==> src/rtl/jt51_pkg.sv <==
// jt51_pkg: shared slot geometry, operator indices and CSM state encoding
package jt51_pkg;
  localparam int SLOT_W = 5;
  localparam int NUM_SLOTS = 32;
  localparam logic [1:0] OP_M1 = 2'd0;
  localparam logic [1:0] OP_M2 = 2'd1;
  localparam logic [1:0] OP_C1 = 2'd2;
  localparam logic [1:0] OP_C2 = 2'd3;
  typedef enum logic [1:0] {CSM_IDLE, CSM_ARMED, CSM_FORCE} csm_state_t;
  // mask bit order in the register is {C2,M2,C1,M1}
  function automatic logic [1:0] mask_op(input int b);
    return b == 0 ? OP_M1 : b == 1 ? OP_C1 : b == 2 ? OP_M2 : OP_C2;
  endfunction
endpackage

==> src/rtl/jt51_kon_sched_if.sv <==
// jt51_kon_sched_if: key-on register bus and slot-ordered key-on stream
interface jt51_kon_sched_if;
  import jt51_pkg::*;
  logic cen;
  logic kon_we;
  logic [6:0] kon_din;
  logic csm;
  logic overflow_a;
  logic [SLOT_W-1:0] slot_II;
  logic keyon_II;
  logic zero;
  logic kon_pending;
  modport master(output cen, kon_we, kon_din, csm, overflow_a, input slot_II, keyon_II, zero, kon_pending);
  modport slave(input cen, kon_we, kon_din, csm, overflow_a, output slot_II, keyon_II, zero, kon_pending);
endinterface

==> src/rtl/jt51_kon_csm.sv <==
// jt51_kon_csm: timer-A CSM key-on, forcing whole frames after an overflow
module jt51_kon_csm
  import jt51_pkg::*;
#(
  parameter int CSM_FRAMES = 1
) (
  input  logic clk,
  input  logic rst,
  input  logic cen,
  input  logic wrap,
  input  logic overflow_a,
  input  logic csm,
  output logic csm_force
);
  csm_state_t st, st_nx;
  logic [2:0] cnt, cnt_nx;
  logic rearm, rearm_nx;
  logic ov;
  assign ov = cen & overflow_a & csm;
  always_ff @(posedge clk)
    if (rst) begin
      st <= CSM_IDLE;
      cnt <= '0;
      rearm <= 1'b0;
    end else if (cen) begin
      st <= st_nx;
      cnt <= cnt_nx;
      rearm <= rearm_nx;
    end
  // csm_force is the look-ahead value for the slot being loaded this cen
  always_comb begin
    st_nx = st;
    cnt_nx = cnt;
    rearm_nx = rearm;
    case (st)
      CSM_IDLE: if (ov) st_nx = CSM_ARMED;
      CSM_ARMED:
        if (wrap) begin
          st_nx = CSM_FORCE;
          cnt_nx = 3'(CSM_FRAMES);
          rearm_nx = ov;
        end
      CSM_FORCE:
        if (wrap) begin
          rearm_nx = ov;
          if (rearm) cnt_nx = 3'(CSM_FRAMES);
          else begin
            cnt_nx = cnt - 3'd1;
            if (cnt == 3'd1) st_nx = ov ? CSM_ARMED : CSM_IDLE;
          end
        end else if (ov) rearm_nx = 1'b1;
      default: st_nx = CSM_IDLE;
    endcase
    csm_force = st_nx == CSM_FORCE;
  end
endmodule

==> src/rtl/jt51_kon_sched.sv <==
// jt51_kon_sched: frame-committed key-on state streamed to the EG in slot order
module jt51_kon_sched
  import jt51_pkg::*;
#(
  parameter int CSM_FRAMES = 1
) (
  input logic clk,
  input logic rst,
  jt51_kon_sched_if.slave bus
);
  logic [NUM_SLOTS-1:0] kon_reg, kon_nx;
  logic [3:0] pend [8];
  logic [7:0] valid, valid_nx;
  logic [SLOT_W-1:0] slot_nx;
  logic wrap, csm_force;
  assign wrap = bus.cen && bus.slot_II == SLOT_W'(NUM_SLOTS - 1);
  assign slot_nx = bus.slot_II + SLOT_W'(1);
  jt51_kon_csm #(.CSM_FRAMES(CSM_FRAMES)) u_csm (
    .clk,
    .rst,
    .cen(bus.cen),
    .wrap,
    .overflow_a(bus.overflow_a),
    .csm(bus.csm),
    .csm_force
  );
  // commit uses pending contents from before a same-cycle write
  always_comb begin
    kon_nx = kon_reg;
    valid_nx = wrap ? '0 : valid;
    if (wrap)
      for (int c = 0; c < 8; c++)
        if (valid[c])
          for (int b = 0; b < 4; b++) kon_nx[{mask_op(b), 3'(c)}] = pend[c][b];
    if (bus.cen && bus.kon_we) valid_nx[bus.kon_din[2:0]] = 1'b1;
  end
  always_ff @(posedge clk)
    if (rst) begin
      bus.slot_II <= '0;
      bus.keyon_II <= 1'b0;
      bus.zero <= 1'b0;
      bus.kon_pending <= 1'b0;
      kon_reg <= '0;
      valid <= '0;
    end else if (bus.cen) begin
      bus.slot_II <= slot_nx;
      bus.keyon_II <= kon_nx[slot_nx] | csm_force;
      bus.zero <= slot_nx == '0;
      bus.kon_pending <= |valid_nx;
      kon_reg <= kon_nx;
      valid <= valid_nx;
      if (bus.kon_we) pend[bus.kon_din[2:0]] <= bus.kon_din[6:3];
    end
endmodule

==> src/flat_wrapper.sv <==
// flat-port wrapper written by rule: the top's interface ports become plain ports
module jt51_kon_sched_flat import jt51_pkg::*;
#(
  parameter int CSM_FRAMES = 1
)
  (clk, rst, bus_cen, bus_kon_we, bus_kon_din, bus_csm, bus_overflow_a, bus_slot_II, bus_keyon_II, bus_zero, bus_kon_pending);
  jt51_kon_sched_if bus_i ();
  input logic clk;
  input logic rst;
  input wire logic [$bits(bus_i.cen)-1:0] bus_cen;
  input wire logic [$bits(bus_i.kon_we)-1:0] bus_kon_we;
  input wire logic [$bits(bus_i.kon_din)-1:0] bus_kon_din;
  input wire logic [$bits(bus_i.csm)-1:0] bus_csm;
  input wire logic [$bits(bus_i.overflow_a)-1:0] bus_overflow_a;
  output wire logic [$bits(bus_i.slot_II)-1:0] bus_slot_II;
  output wire logic [$bits(bus_i.keyon_II)-1:0] bus_keyon_II;
  output wire logic [$bits(bus_i.zero)-1:0] bus_zero;
  output wire logic [$bits(bus_i.kon_pending)-1:0] bus_kon_pending;
  assign bus_i.cen = bus_cen;
  assign bus_i.kon_we = bus_kon_we;
  assign bus_i.kon_din = bus_kon_din;
  assign bus_i.csm = bus_csm;
  assign bus_i.overflow_a = bus_overflow_a;
  assign bus_slot_II = bus_i.slot_II;
  assign bus_keyon_II = bus_i.keyon_II;
  assign bus_zero = bus_i.zero;
  assign bus_kon_pending = bus_i.kon_pending;
  jt51_kon_sched #(.CSM_FRAMES(CSM_FRAMES)) u_core (.clk(clk), .rst(rst), .bus(bus_i));
endmodule
==> config.mk <==
export PLATFORM = sky130hd
export DESIGN_NAME = jt51_kon_sched_flat
export DESIGN_NICKNAME = d
export VERILOG_FILES = /design/src/rtl/jt51_pkg.sv /design/src/rtl/jt51_kon_sched_if.sv /design/src/rtl/jt51_kon_csm.sv /design/src/rtl/jt51_kon_sched.sv /design/src/flat_wrapper.sv
export SDC_FILE = /design/constraint.sdc
export NUM_CORES = 1
export LEC_CHECK = 0
export BUFFER_PORTS_ARGS = -buffer_cell sky130_fd_sc_hd__buf_2
export CAP_MARGIN = 25
export CORE_MARGIN = 2
export CORE_UTILIZATION = 45
export CTS_BUF_LIST = sky130_fd_sc_hd__clkbuf_8
export CTS_CLUSTER_SIZE = 25
export DETAILED_ROUTE_END_ITERATION = 8
export GPL_ROUTABILITY_DRIVEN = 0
export MAX_ROUTING_LAYER = met4
export PLACE_DENSITY = 0.63
export SLEW_MARGIN = 20
export SYNTH_ARGS = -nofsm -noshare
export SYNTH_HDL_FRONTEND = slang
export SYNTH_SLANG_ARGS = --single-unit
export TNS_END_PERCENT = 20
==> constraint.sdc <==
create_clock -name clk -period 2.6 [get_ports clk]
set_clock_uncertainty 0.1 [all_clocks]
set_input_delay 0.52 -clock clk [delete_from_list [all_inputs] [get_ports clk]]
set_output_delay 0.52 -clock clk [all_outputs]
set_load 0.01 [all_outputs]
Word level (Yosys, flattened, before mapping)
Memory sizes are Yosys's and may differ from the RTL's.
Index checks and enable logic that the tools add are counted.
{ "op_classes": {"addsub": 2, "magnitude_cmp": 3, "eq_ne": 8, "n_mux": 58, "bitwise": 4, "reduce_logical": 9} }
{ "ops": {"columns": ["cell", "count"], "rows": [
  ["1-bit two-way mux", 42],
  ["32-bit two-way mux", 1],
  ["8-bit two-way mux", 2],
  ["2-bit two-way mux", 5],
  ["3-bit two-way mux", 3],
  ["8-bit bitwise OR", 1],
  ["4-bit AND reduction", 2],
  ["8-bit OR reduction", 1],
  ["5-bit by 6-bit less-than comparator with 1-bit output, second input constant", 1],
  ["2-bit one-hot mux with 3 select lines", 1],
  ["3-bit one-hot mux with 2 select lines", 1],
  ["5-bit by 1-bit adder with 5-bit output, second input constant", 1],
  ["1-bit binary-select mux with 5-bit select", 1],
  ["5-bit equality test, second input constant", 1],
  ["5-bit zero test", 1],
  ["2-bit equality test, second input constant", 2],
  ["3-bit by 4-bit less-than comparator with 1-bit output, second input constant", 1],
  ["2-bit by 1-bit inequality test with 1-bit output, second input constant", 2],
  ["1-bit demux with 3-bit select", 1],
  ["3-bit by 1-bit equality test with 1-bit output, second input constant", 1],
  ["3-bit by 1-bit >= comparator with 1-bit output, second input constant", 1],
  ["1-bit logical AND", 3],
  ["3-bit by 2-bit inequality test with 1-bit output, second input constant", 1],
  ["3-bit by 1-bit subtractor with 3-bit output, second input constant", 1],
  ["other kinds (6)", 7]
]} }
{ "word_totals": {"regBits": 54, "ram_bits": 32, "output_inout_bits": 8, "word_cells": 94, "mem_count": 1} }
{ "mem_list": {"columns": ["name", "words", "width", "rd", "rd_clocked_by_memory_dff", "wr", "line_no", "source"], "rows": [
  ["u_core.pend", 8, 4, 8, 0, 1, "jt51_kon_sched.sv:12", "logic [3:0] pend [8];"]
]} }

Longest topological paths before layout
{ "logic_depth": {"ltp_word": 9, "ltp_mapped": 10} }

By module
A second synthesis with hierarchy kept.
{ "unflattened": {"hier_cells": 303, "area_unflattened_um2": 3616.0} }
{ "by_module_without_submodules": {"columns": ["mod", "instances", "cells_each", "area_per_inst_um2"], "rows": [
  ["jt51_kon_sched", 1, 264, 3258.1],
  ["jt51_kon_csm", 1, 39, 357.8]
]} }

Worst setup path after synthesis
No wires, ideal clock.
{ "synth_timing": {"kind": "flip-flop to flip-flop", "from": "register u_core.bus.slot_II[1]", "to": "register u_core.bus.keyon_II", "setup_ns": 0.132, "t_arrival_ns": 2.445, "t_required_ns": 2.368, "setup_slack_ns": -0.077, "path_stages_with_launch": 11, "period_less_slack_ns": 2.677, "cell_sequence": "dfxtp_1 ha_1 and3_1 ha_1 buf_4 nand3_2 a211oi_1 a211oi_1 or4_1 a31oi_1 o211ai_1"} }
{ "synth_via": {"elab_chain_cells": 6} }
{ "synth_lines": {"columns": ["element", "line_no", "source"], "rows": [
  ["start, declared", "jt51_kon_sched_if.sv:14", "modport slave(input cen, kon_we, kon_din, csm, overflow_a, output slot_II, keyon_II, zero, kon_pending);"],
  ["start signal, assigned", "jt51_kon_sched.sv:46", "bus.slot_II <= slot_nx;"],
  ["branches (longest 5 deep; another with 5-bit by 1-bit adder with 5-bit output)", null, null],
  ["1-bit bitwise OR *", "jt51_kon_sched.sv:47", "bus.keyon_II <= kon_nx[slot_nx] | csm_force;"],
  ["end signal, assigned", "jt51_kon_sched.sv:47", null],
  ["end, declared", "jt51_kon_sched_if.sv:14", null]
]} }
Every way passes the cells marked *. The select of a mux whose other input is x is not followed.
A chain may end at the register's enable or synchronous reset.

Worst setup path in the final report
{ "layout_timing": {"from": "register u_core.bus.slot_II[0]", "to": "register u_core.bus.keyon_II"} }
The elaborated chain is that of the path after synthesis.

==> flow_summary.json <==
{
  "status": "finished, final reports clean",
  "critPathLaunch": "u_core.bus.slot_II[0]",
  "yosysSeqAreaShare_pct": 55.6,
  "rsz0062_at_grt": "false",
  "start_util_pct": 47.0,
  "start_kind": "flip-flop",
  "hold_viol": 0,
  "hpwl_um": 5980,
  "io_buffers": 20,
  "dieArea_um2": 8900,
  "worstSetupPathType": "flip-flop to flip-flop",
  "antenna_found_initial": 0,
  "track_usage_pct": 21.4,
  "cp.required_ns": 2.75,
  "critPathArrivalTime_ns": 2.64,
  "io_pins": 21,
  "yosysWarnings": 0,
  "grt_first_pass_wirelength_um": 13800,
  "numCtsBuffers": 9,
  "finalCriticalPeriod_ns": 2.49,
  "min_period_over_period_pct": 95.9,
  "r2r_slack_ns": 0.11,
  "p_leak_nw": 1.79,
  "drv_cap": 0,
  "synth_edf_count": 32,
  "grt_max_degree": 47,
  "n_antenna_cell": 0,
  "first_pass_iters": 5,
  "setup_viol": 0,
  "fin_ws_ns": 0.108,
  "cts_tree": "done",
  "synthFlopType": "dfxtp_1",
  "vias": 2766,
  "p_per_area_nw_per_um2": 588,
  "async_flop_share_pct": 0,
  "syn_nets": 340,
  "min_path_type": "flip-flop to flip-flop",
  "avgSynthCellArea_um2": 11.4,
  "n_fill_cell": 666,
  "synth-seq-cells": 86,
  "die_h_um": 94.3,
  "viasPerCell": 5.67,
  "worst_pin_slew_ns": 0.503,
  "pre_cts_ws_ns": -0.109,
  "finalMaxSlewViolations": 0,
  "irDropWorstVdd_mv": 0.321,
  "num_rows": 32,
  "grt_pass1_vias": 2610,
  "drive_gt1_share_pct": 30.6,
  "fmax_ghz": 0.401,
  "drt_iter0_drc": 137,
  "area_growth_syn_to_layout_pct": 20.6,
  "clock_latency_ns": 0.36,
  "syn_area_um2": 3670,
  "syn_inst": 322,
  "core_um2": 7810,
  "multi_input_comb_area_um2": 1590,
  "stdcell_area_um2": 4430,
  "ant_nets": 0,
  "seq_area_um2": 2040,
  "cts.sink_count": 86,
  "cts.htree.levels": 3,
  "path_max_fanout": 8,
  "hold_start": "u_core.u_csm.cnt[1]",
  "root_buffer": "clkbuf_8",
  "drc": 0,
  "grt-ovfl-total": 0,
  "slew_headroom_pct": 66.5,
  "nets": 399,
  "fp.dieW_um": 94.3,
  "placed_cell_area_um2": 4110,
  "wl_per_cell_um": 17.5,
  "r2r_start": "u_core.bus.slot_II[0]",
  "wirelength_um": 8560,
  "endpoint_kind": "flip-flop",
  "synth.distinct_cells": 56,
  "cts_max_path_buffers": 2,
  "clkSlewWorstSetupHoldPaths_ns": 0.09
}
area by class of cell:
cell class / count / area share [%]
Clock buffer: 9 / 2.80
Tap cell: 102 / 2.88
Inverter: 6 / 0.509
Clock inverter: 7 / 1.47
Timing Repair Buffer: 66 / 10.2
Multi-Input combinational cell: 212 / 35.9
Sequential cell: 86 / 46.2
per-layer routing:
metal | routed length [µm] | share of wire (%) | track usage (%) | vias up
met5 | 0 | 0 | - | -
met4 | 123 | 1.4 | 6.04 | 0
met3 | 414 | 4.8 | 5.35 | 13
met2 | 4000 | 47 | 32.1 | 70
met1 | 4030 | 47 | 29.0 | 1360
li1 | - | - | - | 1323
worst paths after layout:
check | cells past startpoint | endpoint
worst max-delay path | 10 | u_core.bus.keyon_II
worst min-delay path | 2 | u_core.u_csm.cnt[1]
worst max register to register | 10 | u_core.bus.keyon_II
worst min register to register | 2 | u_core.u_csm.cnt[1]
what timing repair did:
| action | CTS | global route |
|---|---|---|
| endpoints found under the setup margin | 1 | 1 |
| hold buffers | 0 | 0 |
| pin swaps | 0 | 2 |
| gates resized for setup | 4 | 19 |
| setup buffers | 0 | 3 |
cells by family after synthesis:
group,count (synthesis),share of synthesized area [%]
AO/OA/AOI/OAI,61,12.0
XOR/XNOR,7,2.08
adder cells (fa/ha/maj),5,1.70
buffers and inverters,24,4.16
flip-flops,86,55.6
multiplexers,28,8.07
AND/OR/NAND/NOR,111,16.4
cells in the mapped netlist, drive strengths merged, types with 2 or more instances:
| cell type | instances | share of area, % |
|---|---|---|
| nand2 | 8 | 0.89 |
| a21oi | 11 | 1.5 |
| xnor2 | 3 | 0.92 |
| or3 | 2 | 0.34 |
| a22oi | 3 | 0.61 |
| buf | 6 | 1.6 |
| mux2 | 3 | 0.92 |
| nor3 | 8 | 1.1 |
| or4 | 2 | 0.41 |
| o211ai | 4 | 0.82 |
| ha | 5 | 1.7 |
| nand3 | 13 | 2.6 |
| o22ai | 4 | 0.68 |
| and4 | 8 | 2.0 |
| xor2 | 4 | 1.2 |
| inv | 6 | 0.61 |
| nor4 | 4 | 0.68 |
| or4b | 2 | 0.55 |
| and2 | 6 | 1.0 |
| a221oi | 3 | 0.72 |
| nand4 | 2 | 0.34 |
| clkbuf | 12 | 2.0 |
| nor2 | 49 | 5.0 |
| a211oi | 13 | 2.7 |
| o21ai | 5 | 0.68 |
| a21o | 8 | 1.6 |
| nand3b | 2 | 0.41 |
| edfxtp | 32 | 26 |
| mux2i | 24 | 6.5 |
| a2111oi | 2 | 0.65 |
| dfxtp | 54 | 29 |
report_power, final:
group	switching, mW	internal, mW
Clock	0.486	0.439
Combinational	0.148	0.101
Sequential	0.0183	1.41
Total	0.652	1.95
worst max-delay path, cell delays in order, from the launching register on:
cell and delay, ns:
dfxtp_2 0.36, ha_4 0.14, and3_4 0.19, ha_4 0.17, buf_6 0.15, nand3_2 0.13, mux2i_2 0.25, o22ai_1 0.10
or4_1 0.53, a31oi_1 0.15, o211ai_1 0.09
per-stage QoR:
| stage | total power, mW | util [%] | cells | hold WS (ns) | TNS [ns] |
|---|---|---|---|---|---|
| global route | 2.71 | 56.7 | 488 | 0.397 | 0 |
| floorplan | 1.60 | - | 322 | 0.345 | 0 |
| detailed placement | 1.70 | 52.6 | 469 | 0.375 | -0.109 |
| global placement | 1.70 | 52.6 | 469 | 0.370 | -0.0685 |
| CTS | 2.61 | 55.2 | 485 | 0.395 | 0 |
| finish | 2.61 | 56.7 | 488 | 0.399 | 0 |
layout by cell type, fill, tap and decap left out, drive strengths merged, types with 3 or more instances in the layout:
master  count
xor2        4
mux2        3
and4        8
ha          5
o22ai       4
a221oi      3
xnor2       3
nor3        8
mux2i      24
dfxtp      54
o21ai       5
nand3      13
clkinv      3
o211ai      4
nor4        4
inv         8
nand2       8
clkbuf      9
buf        66
and2        6
a22oi       3
a21oi      11
a21o        8
nor2       49
a211oi     13
edfxtp     32
Power figures use the tool's default switching activity.
